<file path="config.mk">
export PLATFORM = sky130hd
export DESIGN_NAME = ahbl_master
export DESIGN_NICKNAME = d
export VERILOG_FILES = /design/src/rtl/ahbl_master.sv
export SDC_FILE = /design/constraint.sdc
export NUM_CORES = 1
export LEC_CHECK = 0
export BUFFER_PORTS_ARGS = -buffer_cell sky130_fd_sc_hd__buf_2
export CORE_MARGIN = 2
export CORE_UTILIZATION = 52
export CTS_BUF_LIST = sky130_fd_sc_hd__clkbuf_8
export CTS_CLUSTER_DIAMETER = 200
export DETAILED_ROUTE_END_ITERATION = 12
export GPL_TIMING_DRIVEN = 0
export PLACE_DENSITY = 0.85
export SLEW_MARGIN = 20
export SYNTH_ARGS = -nofsm -noshare
export SYNTH_HDL_FRONTEND = slang
export SYNTH_SLANG_ARGS = --single-unit
</file>
<file path="constraint.sdc">
create_clock -name HCLK -period 2.46 [get_ports HCLK]
set_input_delay 0.123 -clock HCLK [delete_from_list [all_inputs] [get_ports HCLK]]
set_output_delay 0.123 -clock HCLK [all_outputs]
set_load 0.01 [all_outputs]
</file>
<file path="src/rtl/ahbl_master.sv">
// ahbl_master
// Turns single-beat commands into AHB-Lite manager transfers. At most one
// transfer is in flight. Each command finishes with a one-cycle rsp_valid
// pulse that carries the read data and the error and timeout flags.
//
// Parameters
//   MAX_WAIT     number of consecutive HREADY=0 data-phase cycles that abort
//                a transfer with a timeout (must be >= 1)
// Ports
//   HCLK, HRESETn          clock, asynchronous active-low reset
//   cmd_valid/cmd_ready    command handshake; ready only while idle
//   cmd_write, cmd_addr,
//   cmd_wdata, cmd_size    command fields, captured on acceptance
//   rsp_valid              one-cycle completion pulse
//   rsp_rdata, rsp_err,
//   rsp_timeout            response fields, held between pulses
//   HADDR..HWDATA          AHB-Lite manager outputs
//   HRDATA, HREADY, HRESP  AHB-Lite manager inputs
module ahbl_master #(
  parameter int MAX_WAIT = 255
) (
  input  logic        HCLK,
  input  logic        HRESETn,
  input  logic        cmd_valid,
  output logic        cmd_ready,
  input  logic        cmd_write,
  input  logic [31:0] cmd_addr,
  input  logic [31:0] cmd_wdata,
  input  logic [2:0]  cmd_size,
  output logic        rsp_valid,
  output logic [31:0] rsp_rdata,
  output logic        rsp_err,
  output logic        rsp_timeout,
  output logic [31:0] HADDR,
  output logic [1:0]  HTRANS,
  output logic        HWRITE,
  output logic [2:0]  HSIZE,
  output logic [2:0]  HBURST,
  output logic [3:0]  HPROT,
  output logic        HMASTLOCK,
  output logic [31:0] HWDATA,
  input  logic [31:0] HRDATA,
  input  logic        HREADY,
  input  logic        HRESP
);

  localparam int CW = (MAX_WAIT < 2) ? 1 : $clog2(MAX_WAIT + 1);
  // The counter value seen during the final allowed wait cycle.
  localparam logic [CW-1:0] LAST_WAIT = CW'(MAX_WAIT - 1);

  typedef enum logic [1:0] {
    ST_IDLE,
    ST_ADDR,
    ST_DATA
  } state_t;

  state_t        state;
  state_t        state_nxt;
  logic [31:0]   addr_q;
  logic [31:0]   wdata_q;
  logic          write_q;
  logic [2:0]    size_q;
  logic [CW-1:0] wait_cnt;
  logic          accept;
  logic          misaligned;
  logic          timeout_hit;

  assign cmd_ready   = (state == ST_IDLE);
  assign accept      = cmd_valid & cmd_ready;
  assign timeout_hit = (state == ST_DATA) && !HREADY && (wait_cnt == LAST_WAIT);

  // A misaligned command is answered locally and never reaches the bus.
  always_comb begin
    misaligned = 1'b0;
    if (cmd_size > 3'd2)
      misaligned = 1'b1;
    else if (cmd_size == 3'd1 && cmd_addr[0])
      misaligned = 1'b1;
    else if (cmd_size == 3'd2 && cmd_addr[1:0] != 2'b00)
      misaligned = 1'b1;
  end

  always_comb begin
    state_nxt = state;
    case (state)
      ST_IDLE: if (accept && !misaligned) state_nxt = ST_ADDR;
      ST_ADDR: if (HREADY) state_nxt = ST_DATA;
      ST_DATA: if (HREADY || timeout_hit) state_nxt = ST_IDLE;
      default: state_nxt = ST_IDLE;
    endcase
  end

  always_ff @(posedge HCLK or negedge HRESETn) begin
    if (!HRESETn)
      state <= ST_IDLE;
    else
      state <= state_nxt;
  end

  // The bus-facing copy of the command is loaded only for aligned commands.
  // A rejected command therefore leaves HADDR/HWRITE/HSIZE untouched.
  always_ff @(posedge HCLK or negedge HRESETn) begin
    if (!HRESETn) begin
      addr_q  <= '0;
      wdata_q <= '0;
      write_q <= 1'b0;
      size_q  <= '0;
    end else if (accept && !misaligned) begin
      addr_q  <= cmd_addr;
      wdata_q <= cmd_wdata;
      write_q <= cmd_write;
      size_q  <= cmd_size;
    end
  end

  // Cleared when the address phase completes, so it starts at zero in DATA.
  always_ff @(posedge HCLK or negedge HRESETn) begin
    if (!HRESETn)
      wait_cnt <= '0;
    else if (state == ST_ADDR && HREADY)
      wait_cnt <= '0;
    else if (state == ST_DATA && !HREADY)
      wait_cnt <= wait_cnt + 1'b1;
  end

  always_ff @(posedge HCLK or negedge HRESETn) begin
    if (!HRESETn) begin
      rsp_valid   <= 1'b0;
      rsp_rdata   <= '0;
      rsp_err     <= 1'b0;
      rsp_timeout <= 1'b0;
    end else begin
      rsp_valid <= 1'b0;
      if (accept && misaligned) begin
        rsp_valid   <= 1'b1;
        rsp_rdata   <= '0;
        rsp_err     <= 1'b1;
        rsp_timeout <= 1'b0;
      end else if (state == ST_DATA && HREADY) begin
        rsp_valid   <= 1'b1;
        rsp_rdata   <= write_q ? 32'd0 : HRDATA;
        rsp_err     <= HRESP;
        rsp_timeout <= 1'b0;
      end else if (timeout_hit) begin
        rsp_valid   <= 1'b1;
        rsp_rdata   <= '0;
        rsp_err     <= 1'b1;
        rsp_timeout <= 1'b1;
      end
    end
  end

  assign HTRANS    = (state == ST_ADDR) ? 2'b10 : 2'b00;
  assign HADDR     = addr_q;
  assign HWRITE    = write_q;
  assign HSIZE     = size_q;
  assign HWDATA    = (state == ST_DATA && write_q) ? wdata_q : 32'd0;
  assign HBURST    = 3'b000;
  assign HPROT     = 4'b0011;
  assign HMASTLOCK = 1'b0;

endmodule

</file>
==> metrics.csv <==
stage,metric,value,unit
clock_network,clock tree root driver cell,sky130_fd_sc_hd__clkbuf_8,
global_route,global-route wire length before repair,23900,um
logic_synthesis,netlist area before placement,0.00468,mm2
timing,Max Clk Rate,0.448,GHz
detailed_routing,Routed Wire Length,15300,um
global_route,initial antenna violation count,0,
detailed_routing,DRC violation count after routing,0,
die,number of primary I/O pins,219,
placement,# port buffers,208,
clock_network,number of resized instances in the post-cts repair step,0,
timing,Least-Margin Pin Slew,905,ps
logic_synthesis,number of flops mapped to enable cells by yosys,0,
logic_synthesis,ys flop type,sky130_fd_sc_hd__dfrtp_1,
pwr,static leakage power,3.93,nW
logic_synthesis,largest area contributor in the synthesized netlist,sky130_fd_sc_hd__dfrtp_1,
timing,Worst Skew,15.8,ps
die,core box area,0.00872,mm2
detailed_routing,drt wl/cell,19.1,um
timing,RSZ-0062 raised after global routing,no,
logic_synthesis,Synth cell types,34,
die,number of placement rows,34,
clock_network,register clock-pin slew on the reported worst setup and hold paths,70,ps
global_route,overflow left after global routing,0,
pwr,overall power consumption,6.30,mW
logic_synthesis,most frequent cells after synthesis,"113 x sky130_fd_sc_hd__dfrtp_1, 59 x sky130_fd_sc_hd__mux2_2, 33 x sky130_fd_sc_hd__and3_1",
timing,final setup fails,0,
detailed_routing,1st-iter DRT viols,198,
timing,Final Max Tran Viols,0,
setup_path,type of element launching the critical path,register,
outcome,outcome,"complete, no violations",
layout,number of nets at the end of the flow,788,
timing,Max transition margin,0.395,
detailed_routing,overall via count from detail_route,4333,
setup_path,maximum fanout count along the critical path,10,
timing,final-layout setup total negative slack,0,ps
setup_path,Setup CP Type,register to primary output,
setup_path,CP Data Required Time,2340,ps
placement,gpl congestion,0.819,
die,Chip Height,98.9,um
logic_synthesis,most repeated cell in the gate-level netlist after synthesis,sky130_fd_sc_hd__dfrtp_1,
logic_synthesis,post-synthesis cell count,345,
clock_network,clk sinks,113,
logic_synthesis,largest cells by area after synthesis,"sky130_fd_sc_hd__dfrtp_1 60%, sky130_fd_sc_hd__mux2_2 14%, sky130_fd_sc_hd__a22o_1 6.0%",
logic_synthesis,area share of the leading cell type in the synthesized netlist,0.604,
die,Die Width,98.9,um
timing,share of the clock period used by the worst path after layout,0.908,
placement,sum of net half-perimeters after detailed placement,8530,um
logic_synthesis,asr flop ratio synth,1.00,
logic_synthesis,part of the Yosys area used for sequential elements,0.604,
timing,number of hold violations in the final report,0,
clock_network,quantity of hold-fixing buffers added after cts,101,
job,max-cap violations,0,
global_route,largest net degree at the start of global routing,62,
layout,Layout area overhead,58.4,%
detailed_routing,Vias/cell,5.40,
timing,min cycle time layout,2230,ps
clock_network,maximum level of the CTS H-tree,4,
worst_hold_path,Hold Path Class,input pin to register,
logic_synthesis,average cell area after synthesis,13.6,um2
pwr,maximum vdd ir drop,0.000722,V
detailed_routing,1st-pass router iterations,5,
clock_network,CTS tree,done,
layout,share of layout cells above drive strength 1,0.473,
die,starting density of the core,0.537,
setup_path,Worst EP arrival,2110,ps
clock_network,maximum clock path buffer count,2,
logic_synthesis,total of warnings raised by yosys,0,
global_route,vias in the first global route,4760,
logic_synthesis,flip-flop and latch count after synthesis,113,
detailed_routing,Antenna Violating Nets Remaining,0,
global_route,global routing usage summed across all routing layers,0.320,
clock_network,setup bufs post-CTS,0,
die,area of the die,0.00978,mm2
pwr,pwr dens,849,mW/mm2
clock_network,clock latency of the later-clocked register in the worst-skew pair,420,ps
clock_network,CTS Buf Count,17,
setup_path,CP endpoint kind,primary output,
-- area by class of cell --
type	count	area, um2
sequential	113	2830
timing repair buffer	310	2090
clock inverter	12	211
inverter	5	18.8
antenna	1	2.50
tap	108	135
clock buffer	20	275
multi-input combinational	202	1670
buffer	32	188
fill	423	1300
-- cells by family (layout without fill, tap and decap cells) --
group                    Yosys count  count (layout)  synth area share
AO/OA/AOI/OAI                     60              60            0.0989
adder cells (fa/ha/maj)            2               2           0.00534
buffers and inverters             37             379            0.0441
flip-flops                       113             113             0.604
multiplexers                      68              68             0.170
other                              2              10           0.00160
AND/OR/NAND/NOR                   63              63            0.0764
-- layer usage --
layer / track usage / vias to the layer above / routed length, um
met2: 0.563 / 228 / 8110
met1: 0.347 / 2132 / 5500
met5: 0 / - / 0
li1: - / 1909 / -
met3: 0.0858 / 64 / 1020
met4: 0.180 / 0 / 701
-- power by group --
| group | total, mW | internal [mW] | switching, mW |
|---|---|---|---|
| logic | 1.55 | 0.816 | 0.732 |
| registers | 2.60 | 2.32 | 0.280 |
| clock network | 2.15 | 1.38 | 0.774 |
| total | 6.30 | 4.51 | 1.79 |
-- worst max-delay path: stages (launching register included) --
cell	delay [ps]
sky130_fd_sc_hd__dfrtp_1	360
sky130_fd_sc_hd__clkbuf_1	160
sky130_fd_sc_hd__nor2b_1	120
sky130_fd_sc_hd__buf_2	240
sky130_fd_sc_hd__clkbuf_1	430
sky130_fd_sc_hd__and3_1	240
sky130_fd_sc_hd__buf_2	150
-- per-stage QoR --
stage                      util  std cells  hold WS (ps)  area [um2]  setup WS, ps
after floorplan               -        352          -173        4710           838
after global placement    0.675        668           340        5880          45.6
after detailed placement  0.679        669           140        5920           545
after CTS                 0.850        802          67.5        7420           262
after global routing      0.850        802           132        7420          73.5
final                     0.851        803           127        7420           227
-- final timing paths --
| check | from | endpoint | slack [ps] | cells past startpoint |
|---|---|---|---|---|
| worst min register to register | wdata_q[5] | wdata_q[5] | 500 | 1 |
| worst max register to register | state[0] | rsp_rdata[14] | 430 | 7 |
| min in group asynchronous | HRESETn | rsp_rdata[26] | 260 | 2 |
| worst min-delay path | HREADY | rsp_timeout | 130 | 2 |
| worst max-delay path | state[0] | HWDATA[24] | 230 | 6 |
| max in group asynchronous | HRESETn | wdata_q[29] | 1530 | 3 |
-- cells in the final DEF (no fill, tap or decap), types with 3 or more instances in the layout --
cell type,instances
sky130_fd_sc_hd__buf_2,213
sky130_fd_sc_hd__dfrtp_1,113
sky130_fd_sc_hd__dlygate4sd3_1,101
sky130_fd_sc_hd__mux2_2,59
sky130_fd_sc_hd__and3_1,33
sky130_fd_sc_hd__a22o_1,32
sky130_fd_sc_hd__clkbuf_8,20
sky130_fd_sc_hd__a21oi_1,15
sky130_fd_sc_hd__clkbuf_1,12
sky130_fd_sc_hd__buf_4,12
sky130_fd_sc_hd__nor2_1,9
sky130_fd_sc_hd__conb_1,9
sky130_fd_sc_hd__mux2_4,8
sky130_fd_sc_hd__inv_1,7
sky130_fd_sc_hd__nand2_1,6
sky130_fd_sc_hd__bufinv_16,6
sky130_fd_sc_hd__nor3_1,4
sky130_fd_sc_hd__a311oi_1,4
sky130_fd_sc_hd__buf_6,3
sky130_fd_sc_hd__clkinv_2,3
-- sequential cells by signal, indices dropped and copies added (netlist names) --
name and flops:
HADDR 32, rsp_rdata 32, wdata_q 32, wait_cnt 8, HSIZE 3, state 2
HWRITE 1, rsp_err 1, rsp_timeout 1, rsp_valid 1
(Power assumes the default switching activity.)
